<file path="src/rtl/mcdf_formatter.sv">
`default_nettype none
// ============================================================================
// Module   : mcdf_formatter
// Brief    : Requests packets from the MCDF arbiter, buffers one packet and
//            replays it to the consumer framed with id/length/start/end.
// Revision : 1.0 - initial release
// ============================================================================
module mcdf_formatter #(
    parameter int DATA_W  = 32,
    parameter int MAX_LEN = 32
) (
    input  logic              clk_i,
    input  logic              rst_i,
    input  logic              a2f_val_i,
    input  logic [1:0]        a2f_id_i,
    input  logic [DATA_W-1:0] a2f_data_i,
    input  logic [2:0]        a2f_pkglen_sel_i,
    output logic              f2a_id_req_o,
    output logic              f2a_ack_o,
    output logic              fmt_req_o,
    input  logic              fmt_grant_i,
    output logic [1:0]        fmt_chid_o,
    output logic [5:0]        fmt_length_o,
    output logic [DATA_W-1:0] fmt_data_o,
    output logic              fmt_start_o,
    output logic              fmt_end_o
);

    localparam int IDX_W = (MAX_LEN > 1) ? $clog2(MAX_LEN) : 1;

    typedef enum logic [1:0] {
        REQ        = 2'd0,
        RECV       = 2'd1,
        WAIT_GRANT = 2'd2,
        SEND       = 2'd3
    } state_t;

    state_t              state_q, state_d;
    logic [5:0]          wr_q, wr_d;
    logic [5:0]          rd_q, rd_d;
    logic [1:0]          id_q, id_d;
    logic [5:0]          len_q, len_d;
    logic                req_q, req_d;
    logic [1:0]          chid_q, chid_d;
    logic [5:0]          flen_q, flen_d;
    logic [DATA_W-1:0]   data_q, data_d;
    logic                start_q, start_d;
    logic                end_q, end_d;
    logic [DATA_W-1:0]   mem_q [MAX_LEN];
    logic                we;
    logic [IDX_W-1:0]    widx;
    logic [IDX_W-1:0]    ridx;
    logic                ack;
    logic                id_req;
    logic [5:0]          dec_len;

    function automatic logic [5:0] decode_len(input logic [2:0] sel);
        case (sel)
            3'd0:    decode_len = 6'd4;
            3'd1:    decode_len = 6'd8;
            3'd2:    decode_len = 6'd16;
            default: decode_len = 6'd32;
        endcase
    endfunction

    always_comb begin
        state_d = state_q;
        wr_d    = wr_q;
        rd_d    = rd_q;
        id_d    = id_q;
        len_d   = len_q;
        req_d   = req_q;
        chid_d  = chid_q;
        flen_d  = flen_q;
        data_d  = data_q;
        start_d = start_q;
        end_d   = end_q;
        we      = 1'b0;
        widx    = IDX_W'(wr_q);
        ridx    = (state_q == SEND) ? IDX_W'(rd_q) : '0;
        ack     = 1'b0;
        id_req  = 1'b0;
        dec_len = decode_len(a2f_pkglen_sel_i);
        case (state_q)
            REQ: begin
                id_req = 1'b1;
                ack    = a2f_val_i;
                if (a2f_val_i) begin
                    we    = 1'b1;
                    widx  = '0;
                    id_d  = a2f_id_i;
                    len_d = dec_len;
                    wr_d  = 6'd1;
                    if (dec_len == 6'd1) begin
                        state_d = WAIT_GRANT;
                        req_d   = 1'b1;
                        chid_d  = a2f_id_i;
                        flen_d  = dec_len;
                    end else begin
                        state_d = RECV;
                    end
                end
            end
            RECV: begin
                ack = a2f_val_i;
                if (a2f_val_i) begin
                    we   = 1'b1;
                    wr_d = wr_q + 6'd1;
                    if ((wr_q + 6'd1) == len_q) begin
                        state_d = WAIT_GRANT;
                        req_d   = 1'b1;
                        chid_d  = id_q;
                        flen_d  = len_q;
                    end
                end
            end
            WAIT_GRANT: begin
                if (fmt_grant_i) begin
                    state_d = SEND;
                    req_d   = 1'b0;
                    data_d  = mem_q[ridx];
                    start_d = 1'b1;
                    end_d   = (len_q == 6'd1);
                    rd_d    = 6'd1;
                end
            end
            SEND: begin
                // end_q marks the last word already on the bus; leave next edge
                if (end_q) begin
                    state_d = REQ;
                    data_d  = '0;
                    start_d = 1'b0;
                    end_d   = 1'b0;
                    chid_d  = '0;
                    flen_d  = '0;
                    wr_d    = '0;
                    rd_d    = '0;
                end else begin
                    data_d  = mem_q[ridx];
                    start_d = 1'b0;
                    end_d   = (rd_q == (len_q - 6'd1));
                    rd_d    = rd_q + 6'd1;
                end
            end
            default: state_d = REQ;
        endcase
    end

    always_ff @(posedge clk_i) begin
        if (rst_i) begin
            state_q <= REQ;
            wr_q    <= '0;
            rd_q    <= '0;
            id_q    <= '0;
            len_q   <= '0;
            req_q   <= 1'b0;
            chid_q  <= '0;
            flen_q  <= '0;
            data_q  <= '0;
            start_q <= 1'b0;
            end_q   <= 1'b0;
        end else begin
            state_q <= state_d;
            wr_q    <= wr_d;
            rd_q    <= rd_d;
            id_q    <= id_d;
            len_q   <= len_d;
            req_q   <= req_d;
            chid_q  <= chid_d;
            flen_q  <= flen_d;
            data_q  <= data_d;
            start_q <= start_d;
            end_q   <= end_d;
        end
    end

    always_ff @(posedge clk_i) begin
        if (we && !rst_i) begin
            mem_q[widx] <= a2f_data_i;
        end
    end

    assign f2a_id_req_o = id_req & ~rst_i;
    assign f2a_ack_o    = ack & ~rst_i;
    assign fmt_req_o    = req_q;
    assign fmt_chid_o   = chid_q;
    assign fmt_length_o = flen_q;
    assign fmt_data_o   = data_q;
    assign fmt_start_o  = start_q;
    assign fmt_end_o    = end_q;

endmodule
`default_nettype wire

</file>
<file path="config.mk">
export PLATFORM = sky130hd
export DESIGN_NAME = mcdf_formatter
export DESIGN_NICKNAME = d
export VERILOG_FILES = /design/src/rtl/mcdf_formatter.sv
export SDC_FILE = /design/constraint.sdc
export NUM_CORES = 1
export LEC_CHECK = 0
export CAP_MARGIN = 20
export CORE_MARGIN = 2
export CORE_UTILIZATION = 40
export DETAILED_ROUTE_END_ITERATION = 16
export HOLD_SLACK_MARGIN = 0.02
export PLACE_DENSITY_LB_ADDON = 0.3
export SYNTH_ARGS = -nofsm -noshare
export SYNTH_HDL_FRONTEND = slang
export SYNTH_SLANG_ARGS = --single-unit
</file>
<file path="constraint.sdc">
create_clock -name clk_i -period 4.7 [get_ports clk_i]
set_input_delay 1.41 -clock clk_i [delete_from_list [all_inputs] [get_ports clk_i]]
set_output_delay 1.41 -clock clk_i [all_outputs]
set_load 0.01 [all_outputs]
</file>
==> flow_summary.toml <==
[routing]
drt-initial-drc-count = 2560
drc = 0
viasPerCell = 5.691
ant_nets = 0
wl_um = 109200
vias = 24350
drt-wirelength-per-cell_um = 25.52
dr.pass1.iters = 6

[synth]
ys_seq_area_frac = 0.7475
synthArstFlopShare = 0
yosysTopAreaCell = "edfxtp_1"
synth_area_mm2 = 0.04277
synth_commonest_cells = "1024 x edfxtp_1, 232 x o21ai_0, 162 x mux2i_1, 125 x nor2_1, 124 x nand2_1"
synth_compound_area_frac = 0.08065
yosys.area_share.simple = 0.05810
syn_inst = 2660
yosys_register_bits = 1085
synth_top_family_by_area = "multiplexers"
syn_avg_cell_area_um2 = 16.08
synthAdderAreaFrac = 0.002048
ys_dominant_reg_cell = "edfxtp_1"
synth-edff-count = 1024
yosysMostFrequentCell = "edfxtp_1"
synth_xor_xnor_area_share = 0.002457
synth_area_leaders = "edfxtp_1 72%, mux2i_1 3.8%, mux4_2 3.4%"
synth_top_area_share = 0.7189
synth.distinct_cells = 61
yosysWarningCount = 0
synth_mux_area_frac = 0.08872

[timing]
period_share = 0.8877
setup_viol = 0
worst_slack_ns = 0.5279
fmax_ghz = 0.2397
finalHoldViolCount = 0
slew_headroom = 0.3144
clock_skew_ns = 0.06772
worst_pin_slew_ns = 1.027
rsz0062_at_grt = "no"
hold_ws_ns = 0.4733
setup_tns_ns = 0
fin_crit_ns = 4.172
slew_viol_final = 0

[setup_path]
setup.worst_path.start = "state_q[0]"
timing.rr.end = "mem_q[29][0]"
path_max_fanout = 17
ff2ff_setup_slack_ns = 1.21
worstPathArrival_ns = 2.76
path_class = "reg2out"
crit_slowest_cell = "ha_1"
worstRegToRegCells = 7
endpoint_kind = "primary output"
required_ns = 3.29
crit_path_max_incr_delay_ns = 0.60
start_kind = "flip-flop"
crit_chain = "ha_1, nor2_1, nor3b_1, clkdlybuf4s50_1"
r2r-start = "state_q[0]"

[place]
portBuffers = 83
dp_hpwl_um = 67970
placed_area_mm2 = 0.04592
dpl_worst_slack_ns = 0.3920
dp_cells = 4067
gp_congestion = 0.8658

[global_routing]
grt_pass1_vias = 24420
grt_max_degree = 83
grt_pass1_wl_um = 161300
gr-total-overflow = 0
grt_usage = 0.1999
antenna_found_initial = 4

[power_and_ir_drop]
powerDensity_mw_per_mm2 = 435.7
power_frac_clock = 0.408
p_sw_mw = 5.043
p_leak_nw = 15.55
power.internal_mw = 16.66
combPwrFrac = 0.092
switching_share = 0.2324
finalPower_mw = 21.70
ir_drop_v = 0.0003282
seq_power_share = 0.500

[cts]
cts_root_buf = "clkbuf_16"
tritoncts = "done"
clock_latency_ns = 0.71
path_clk_slew_ns = 0.06
post_cts_buffers = 0
htree_levels = 3
cts_buffers = 108
numClockSinks = 1085
cts.repair.resized = 0
cts_max_path_buffers = 3
holdBufCountCts = 0

[worst_hold_path]
hold_path.class = "reg2reg"
whs_path_depth = 2
holdPathEnd = "id_q[0]"
worstHoldStart = "id_q[0]"

[layout]
final_cell_count_no_fill = 4279
fillers = 8919
area_delta_synth_final_pct = 16.46
antenna_cells = 0
fin_area_mm2 = 0.04981
final_layout_size_suffix_gt1_frac = 0.1617
fin_nets = 2842
utilization = 0.4712

[status]
outcome = "finished clean"

[floorplan]
rows = 119
start_util = 0.4046
core_area_mm2 = 0.1057
pin_count = 86
die_h_um = 331
fp.dieW_um = 331
dieArea_mm2 = 0.1096

[run]
cap_violations = 0
-- final cells by class --
cell class	instances	area, um^2	share of cell area
flip-flops and latches	1085	31980	0.6421
multi-input cells	1389	10220	0.2051
clock buffers	152	3040	0.06104
repair buffers	202	2117	0.04250
well taps	1391	1740	0.03494
clock inverters	52	684.4	0.01374
inverters	8	30.03	0.0006028
-- power groups by stage --
stage	sequential [mW]	clock (mW)	combinational, mW
2_1_floorplan	11.0	0	1.16
3_3_place_gp	11.0	0	1.91
3_5_place_dp	11.1	0	1.96
4_1_cts	10.8	9.01	1.97
5_1_grt	10.9	9.39	2.16
6_report	10.8	8.86	2.00
-- flip-flops by register name (all words and copies together) (netlist names) --
signal / flops
fmt_length_o: 4
fmt_data_o: 32
fmt_end_o: 1
fmt_start_o: 1
wr_q: 6
fmt_req_o: 1
len_q: 4
state_q: 2
mem_q: 1024
rd_q: 6
fmt_chid_o: 2
id_q: 2
-- placed cells by master (no fill, tap or decap), drive strengths merged, types with 5 or more instances in the layout --
cell type	instances
mux2i	162
nor2	126
or2	5
buf	119
nand4	7
or3	6
clkbuf	157
xor2	8
a221oi	64
a21oi	120
nor3	37
nand2	125
inv	10
bufinv	13
o311a	32
nand3	47
o21ai	236
dfxtp	61
nor2b	97
clkinv	34
mux4	65
nor4	35
ha	7
o22ai	93
mux2	63
nand2b	6
edfxtp	1024
clkdlybuf4s50	78
-- worst max path at each step --
stage / endpoint / depth (start not counted)
floorplan: mem_q[28][0] / 4
global placement: mem_q[29][10] / 8
detailed placement: mem_q[29][13] / 8
CTS: f2a_ack_o / 4
global route: f2a_ack_o / 4
finish: f2a_ack_o / 4
-- kinds of logic (layout without fill, tap and decap cells) --
group | count (synthesis) | count (layout)
multiplexers | 290 | 290
other | 1 | 2
flip-flops | 1085 | 1085
XOR/XNOR | 12 | 12
AO/OA/AOI/OAI | 570 | 570
adder cells (fa/ha/maj) | 7 | 7
AND/OR/NAND/NOR | 508 | 508
buffers and inverters | 187 | 414
-- routing by layer --
layer / GRT usage / up-vias / part of all wire
li1: - / 10750 / -
met5: 0 / - / 0.000082
met1: 0.2814 / 12430 / 0.43
met3: 0.05280 / 137 / 0.096
met2: 0.3103 / 1032 / 0.46
met4: 0.04984 / 2 / 0.019
-- critical path, delay by kind of cell, from the launching register on --
| kind | cells | cell delay [ns] |
|---|---|---|
| adders and majority gates | 1 | 0.60 |
| buffers and inverters | 1 | 0.60 |
| and+or+nand+nor | 2 | 0.45 |
| DFF | 1 | 0.43 |
(Power assumes the default switching activity.)
